`config.mk`:
```
export PLATFORM = sky130hd
export DESIGN_NAME = fetch_stage
export DESIGN_NICKNAME = d
export VERILOG_FILES = /design/src/rtl/fetch_stage.sv
export SDC_FILE = /design/constraint.sdc
export NUM_CORES = 1
export LEC_CHECK = 0
export ABC_AREA = 1
export BUFFER_PORTS_ARGS = -buffer_cell sky130_fd_sc_hd__buf_2
export CORE_ASPECT_RATIO = 1.75
export CORE_MARGIN = 5
export CORE_UTILIZATION = 30
export CTS_CLUSTER_SIZE = 24
export DETAILED_ROUTE_END_ITERATION = 8
export GPL_ROUTABILITY_DRIVEN = 0
export GPL_TIMING_DRIVEN = 1
export PLACE_DENSITY = 0.59
export SLEW_MARGIN = 25
export SYNTH_ARGS = -nofsm -noshare
export SYNTH_HDL_FRONTEND = slang
export SYNTH_SLANG_ARGS = --single-unit
```
`constraint.sdc`:
```
create_clock -name clk -period 10.7 [get_ports clk]
set_input_delay 0.535 -clock clk [delete_from_list [all_inputs] [get_ports clk]]
set_output_delay 0.535 -clock clk [all_outputs]
set_load 0.1 [all_outputs]
```
`src/rtl/fetch_stage.sv`:
```
// fetch_stage -- instruction fetch and IF/ID pipeline register of the DLX core.
//
// Holds the fetch PC, which addresses a combinational instruction memory.
// Each cycle the returned word and PC+4 are latched into the IF/ID register.
// Branch/jump redirects squash IF/ID, and the hazard unit can stall fetch.
// Fetching a TRAP instruction halts fetch until a redirect arrives.
//
// Ports:
//   clk              clock, rising edge
//   reset            asynchronous, active-high
//   stall            hold PC, IF/ID, state and fetch_count this cycle
//   redirect_valid   taken branch/jump: load redirect_target, squash IF/ID
//   redirect_target  new PC (not alignment-checked)
//   imem_dout        instruction at pc_out, same cycle
//   pc_out           current fetch PC
//   instr_fd         IF/ID instruction
//   pc_plus_four_fd  IF/ID PC+4 of instr_fd
//   valid_fd         instr_fd is a real fetched instruction (0 = bubble)
//   halted           fetch stopped after TRAP
//   fetch_count      number of valid instructions latched into IF/ID
//
// Bit 0 is the MSB of every 32-bit bus; the opcode is bits [0:5].
module fetch_stage #(
  parameter logic [0:31] RESET_PC = 32'h0000_0000,
  parameter logic [0:31] NOP_WORD = 32'h0000_0015,
  parameter logic [0:5]  TRAP_OP  = 6'h11
) (
  input  logic        clk,
  input  logic        reset,
  input  logic        stall,
  input  logic        redirect_valid,
  input  logic [0:31] redirect_target,
  input  logic [0:31] imem_dout,
  output logic [0:31] pc_out,
  output logic [0:31] instr_fd,
  output logic [0:31] pc_plus_four_fd,
  output logic        valid_fd,
  output logic        halted,
  output logic [0:31] fetch_count
);

  typedef enum logic {ST_RUN = 1'b0, ST_HALTED = 1'b1} state_t;

  state_t      state_reg;
  logic [0:31] pc_reg;
  logic [0:31] instr_fd_reg;
  logic [0:31] pc_plus_four_fd_reg;
  logic        valid_fd_reg;
  logic [0:31] fetch_count_reg;

  // Wraps modulo 2^32: 32'hFFFF_FFFC + 4 = 0.
  logic [0:31] pc_next_seq;
  logic        is_trap;

  assign pc_next_seq = pc_reg + 32'd4;
  assign is_trap     = (imem_dout[0:5] == TRAP_OP);

  always_ff @(posedge clk or posedge reset) begin
    if (reset) begin
      state_reg           <= ST_RUN;
      pc_reg              <= RESET_PC;
      instr_fd_reg        <= NOP_WORD;
      pc_plus_four_fd_reg <= '0;
      valid_fd_reg        <= 1'b0;
      fetch_count_reg     <= '0;
    end else if (redirect_valid) begin
      // Redirect wins over stall and also rescues a wrong-path TRAP halt.
      state_reg           <= ST_RUN;
      pc_reg              <= redirect_target;
      instr_fd_reg        <= NOP_WORD;
      pc_plus_four_fd_reg <= '0;
      valid_fd_reg        <= 1'b0;
    end else if (stall) begin
      // Everything holds, including a TRAP sitting in IF/ID.
    end else if (state_reg == ST_RUN) begin
      instr_fd_reg        <= imem_dout;
      pc_plus_four_fd_reg <= pc_next_seq;
      valid_fd_reg        <= 1'b1;
      fetch_count_reg     <= fetch_count_reg + 32'd1;
      if (is_trap) begin
        // TRAP itself goes down the pipe, but the PC stops on it.
        state_reg <= ST_HALTED;
      end else begin
        pc_reg <= pc_next_seq;
      end
    end else begin
      // Halted: keep feeding bubbles into decode.
      instr_fd_reg        <= NOP_WORD;
      pc_plus_four_fd_reg <= '0;
      valid_fd_reg        <= 1'b0;
    end
  end

  assign pc_out          = pc_reg;
  assign instr_fd        = instr_fd_reg;
  assign pc_plus_four_fd = pc_plus_four_fd_reg;
  assign valid_fd        = valid_fd_reg;
  assign halted          = (state_reg == ST_HALTED);
  assign fetch_count     = fetch_count_reg;

endmodule

```
# Word level (Yosys, flattened, before mapping)
# Cells that the tools add are included.
# op_classes
add_sub_neg	2
eq_ne	4
mux	17
n_bitwise	3
reduce_logical	2
# op_table
cell	n
two-way mux 32 bit	10
adder 32 x 1 -> 32 bit (second input constant)	1
adder 32 x 3 -> 32 bit (second input constant)	1
two-way mux 1 bit	7
== test 6 x 5 -> 1 bit (second input constant)	1
AND reduction 3 bit	2
!= test 2 bit (second input constant)	2
NOT 1 bit	3
!= test 2 x 1 -> 1 bit (second input constant)	1
# totals
register_bits	130
output_inout_bits	130

# Depth between registers and ports, before layout
# logic_depth
word_depth	5
depth_mapped	10

# Worst setup path before layout
# OpenSTA, ideal clock, no wires.
# synth_timing
path_kind	register to register
from	reg pc_reg (netlist bit pc_out[28])
to	reg pc_plus_four_fd_reg (netlist bit pc_plus_four_fd[5])
setup_time_ns	0.120
t_arrival_ns	2.086
slack_ns	8.494
path_stages_with_launch	11
synth_period_minus_slack_ns	2.206
path_cell_list	dfrtp_1 -> ha_1 -> nand2_1 -> nor2_2 -> nand2_2 -> nor2_4 -> nand2_1 -> nand2_1 -> nand2_1 -> nand2_1 -> nand2_1
# synth_between
elab_chain_len	4
# synth_lines
item	line_no	text
start: declaration	45	logic [0:31] pc_reg;
start signal: assignment	69	pc_reg <= redirect_target;
start signal: assignment	84	pc_reg <= pc_next_seq;
adder 32 x 3 -> 32 bit	55	assign pc_next_seq = pc_reg + 32'd4;
two-way mux 32 bit	75	end else if (state_reg == ST_RUN) begin
two-way mux 32 bit	73	end else if (stall) begin
two-way mux 32 bit	66	end else if (redirect_valid) begin
end signal: assignment	77	pc_plus_four_fd_reg <= pc_next_seq;
end: declaration	47	logic [0:31] pc_plus_four_fd_reg;
# No other way between the ends. The select of a mux whose other input is x is not followed.
# A chain may end at the register's enable or synchronous reset.

# Worst setup path in the final report
# layout_timing
from	in redirect_valid
to	reg instr_fd_reg (netlist bit instr_fd[10])
# layout_between
elab_chain_len	1
# layout_lines
item	line_no	text
start: declaration	31	input logic redirect_valid,
!= test 2 x 1 -> 1 bit (no line) / two-way mux 32 bit (equally long branches)	--	
end signal: assignment	76	instr_fd_reg <= imem_dout;
end: declaration	46	logic [0:31] instr_fd_reg;
# Parallel ways exist; a longest one is shown, timed or not.

==> impl_metrics.py <==
metrics = {
    "placed_design": {
        "hpwl_um": 16500,
        "port_buffers": 197,
        "preCtsSetupSlack_ns": 7.66,
    },
    "die": {
        "start_util": 0.304,
        "die_w_um": 123,
        "core_sq_mm": 0.0221,
        "die_y_um": 208,
        "row_count": 72,
        "dieArea_sq_mm": 0.0256,
        "ios": 198,
    },
    "clock_network": {
        "cts_setup_buffers": 0,
        "cts.sinks": 130,
        "cts_hold_buffers": 0,
        "clk_latency_ns": 0.42,
        "cts-buffers-inserted": 17,
        "cts_resized": 0,
        "cts_root_buf": "clkbuf_16",
        "cts_tree": "yes",
        "cts_buffer_depth": 2,
        "clk_pin_slew_ns": 0.06,
        "cts_max_level": 4,
    },
    "setup_path": {
        "path_class": "in -> reg",
        "ff2ff_setup_slack_ns": 8.65,
        "required_ns": 11.01,
        "start_kind": "input port",
        "cpMostUsedCell": "inv_2",
        "path_cells": "buf_2, inv_2, nand2_4, inv_2, buf_4, a22o_1",
        "worst_ep_arrival_time_ns": 2.83,
        "end_kind": "flop",
        "worstPathMaxFanout": 50,
        "cp_slowest_cell": "buf_2",
        "slowest_delay_ns": 0.59,
    },
    "sta": {
        "skew_ns": 0.00661,
        "hold_viol_final": 0,
        "tns_ns": 0,
        "rsz0062_at_grt": "false",
        "setup_slack_ns": 8.17,
        "tightest_slew_ns": 0.789,
        "drv_slew": 0,
        "post-route-min-period_ns": 2.53,
        "setup_viol": 0,
        "slew_headroom": 0.474,
        "max_freq_mhz": 396,
        "timing.final.crit_share": 0.236,
    },
    "cells_and_area": {
        "area_growth_pct": 28.3,
        "finalNetCount": 1127,
        "drive_gt1_frac": 0.254,
        "fin_util": 0.390,
        "final_common_cell": "nand2_1",
        "fill_cells": 2347,
        "most-common-layout-cells": "nand2_1, buf_2, dfrtp_1",
    },
    "worst_hold_path": {
        "worst_hold_path_type": "in -> async",
    },
    "synthesis": {
        "synthCells": 861,
        "synth.avg_cell_area_sq_um": 7.80,
        "synth_seq_area_share": 0.485,
        "yosysWarnings": 0,
        "synthDistinctLibCells": 32,
        "synth_fp_nets": 931,
        "netlist_area_sq_mm": 0.00671,
        "ys_ff_latch": 130,
    },
    "global_route": {
        "gr-total-overflow": 0,
        "grt_antenna_before_repair": 1,
        "grt_pass1_wl_um": 34000,
        "grt_max_degree": 70,
        "track_usage": 0.172,
        "grt_pass1_vias": 6225,
    },
    "power_and_ir_drop": {
        "pwr-share-seq": 0.343,
        "leakage_nw": 4.63,
        "p_int_mw": 0.998,
        "power_frac_comb": 0.291,
        "power.share.clock": 0.366,
        "p_switching_mw": 0.694,
        "switching_share": 0.410,
        "p_per_area_mw_per_mm2": 196,
        "peakVddDrop_v": 0.0000936,
    },
    "status": {
        "status": "complete, no violations",
    },
    "detailed_routing": {
        "routed_wl_um": 22100,
        "firstDrtPassIters": 4,
        "ant_nets": 0,
        "drt-initial-drc-count": 360,
        "vias": 6246,
        "detail_route.vias_per_cell": 4.57,
        "drc_errors": 0,
        "routedWlPerCell_um": 16.2,
    },
    "job": {
        "cap_violations": 0,
    },
}
worst max-delay path: cells and delay by family:
family                 cells  cell delay, ns
AOI/OAI and AO/OA          1            0.27
buffers and inverters      4            1.53
and+or+nand+nor            1            0.41
worst paths after layout:
kind | start | endpoint | cells past startpoint
min in group clk | redirect_target[30] | pc_out[30]$_DFFE_PP0P_ | 3
setup reg to reg | halted$_DFFE_PP0N_ | instr_fd[10]$_DFFE_PP0N_ | 5
hold reg to reg | valid_fd$_DFFE_PP0N_ | valid_fd$_DFFE_PP0N_ | 2
max in group asynchronous | reset | pc_plus_four_fd[5]$_DFFE_PP0N_ | 3
hold / removal | reset | instr_fd[16]$_DFFE_PP0N_ | 2
setup / recovery | redirect_valid | instr_fd[10]$_DFFE_PP0N_ | 6
layout make-up:
type,instances,area (sq um),area share
antenna,1,2.50,0.000290
clock buffer,17,425,0.0494
clock inverter,14,189,0.0219
inverter,74,283,0.0328
multi-input combinational,633,3070,0.356
sequential,130,3260,0.378
tap,296,370,0.0430
timing repair buffer,201,1020,0.118
power by group through the flow:
stage | clock network [mW] | registers (mW) | logic [mW]
2_1_floorplan | 0 | 0.877 | 0.103
3_3_place_gp | 0 | 0.588 | 0.495
3_5_place_dp | 0 | 0.588 | 0.497
4_1_cts | 0.633 | 0.580 | 0.498
5_1_grt | 0.654 | 0.587 | 0.517
6_report | 0.620 | 0.580 | 0.493
metrics by stage:
stage,power (mW),hold WS (ns),instances,instance area (sq um)
2_1_floorplan,0.980,0.656,861,6710
3_3_place_gp,1.08,0.454,1334,7990
3_5_place_dp,1.09,0.458,1334,8000
4_1_cts,1.71,0.202,1365,8610
5_1_grt,1.76,0.233,1366,8620
6_report,1.69,0.191,1366,8620
cell usage after synthesis:
| cell | number | share of area |
|---|---|---|
| nand3_2 | 1 | 0.0015 |
| o21bai_1 | 2 | 0.0022 |
| o21ai_0 | 11 | 0.0082 |
| ha_1 | 2 | 0.0037 |
| nand3_1 | 64 | 0.048 |
| clkbuf_1 | 4 | 0.0022 |
| xor2_1 | 12 | 0.016 |
| buf_1 | 1 | 0.00056 |
| buf_6 | 1 | 0.0017 |
| nor3_4 | 1 | 0.0024 |
| nand2_4 | 2 | 0.0034 |
| nor2_1 | 69 | 0.039 |
| nand4_1 | 9 | 0.0084 |
| dfrtp_1 | 127 | 0.47 |
| dfstp_2 | 3 | 0.012 |
| nand2_2 | 7 | 0.0065 |
| nor2_8 | 1 | 0.0030 |
| a22o_1 | 31 | 0.040 |
| nor2_4 | 11 | 0.018 |
| xor2_2 | 2 | 0.0048 |
| nand3b_1 | 10 | 0.011 |
| inv_1 | 72 | 0.040 |
| nor3_1 | 1 | 0.00074 |
| nor2_2 | 6 | 0.0056 |
| o21a_1 | 1 | 0.0011 |
| inv_2 | 2 | 0.0011 |
| nor4_1 | 1 | 0.00093 |
| xnor2_1 | 15 | 0.020 |
| o22a_1 | 3 | 0.0039 |
| nand2_1 | 370 | 0.21 |
| buf_2 | 18 | 0.013 |
| a21oi_1 | 1 | 0.00074 |
metal layers:
layer / global-route usage / vias to the layer above / routed length, um
met4: 0.0883 / 0 / 881
met1: 0.190 / 2929 / 8170
met3: 0.0217 / 41 / 963
met5: 0 / - / 0
met2: 0.316 / 181 / 12100
li1: - / 3095 / -
cells by family (layout without fill, tap and decap cells):
group,after synthesis,after routing,share of synthesized area
adders and majority gates,2,2,0.00373
other,0,1,0
buffers and inverters,98,306,0.0593
AOI/OAI and AO/OA,49,49,0.0567
xor gates and xnor gates,29,29,0.0401
DFF,130,130,0.485
and+or+nand+nor,553,553,0.355
No activity file was read; power rests on OpenSTA's default activity.
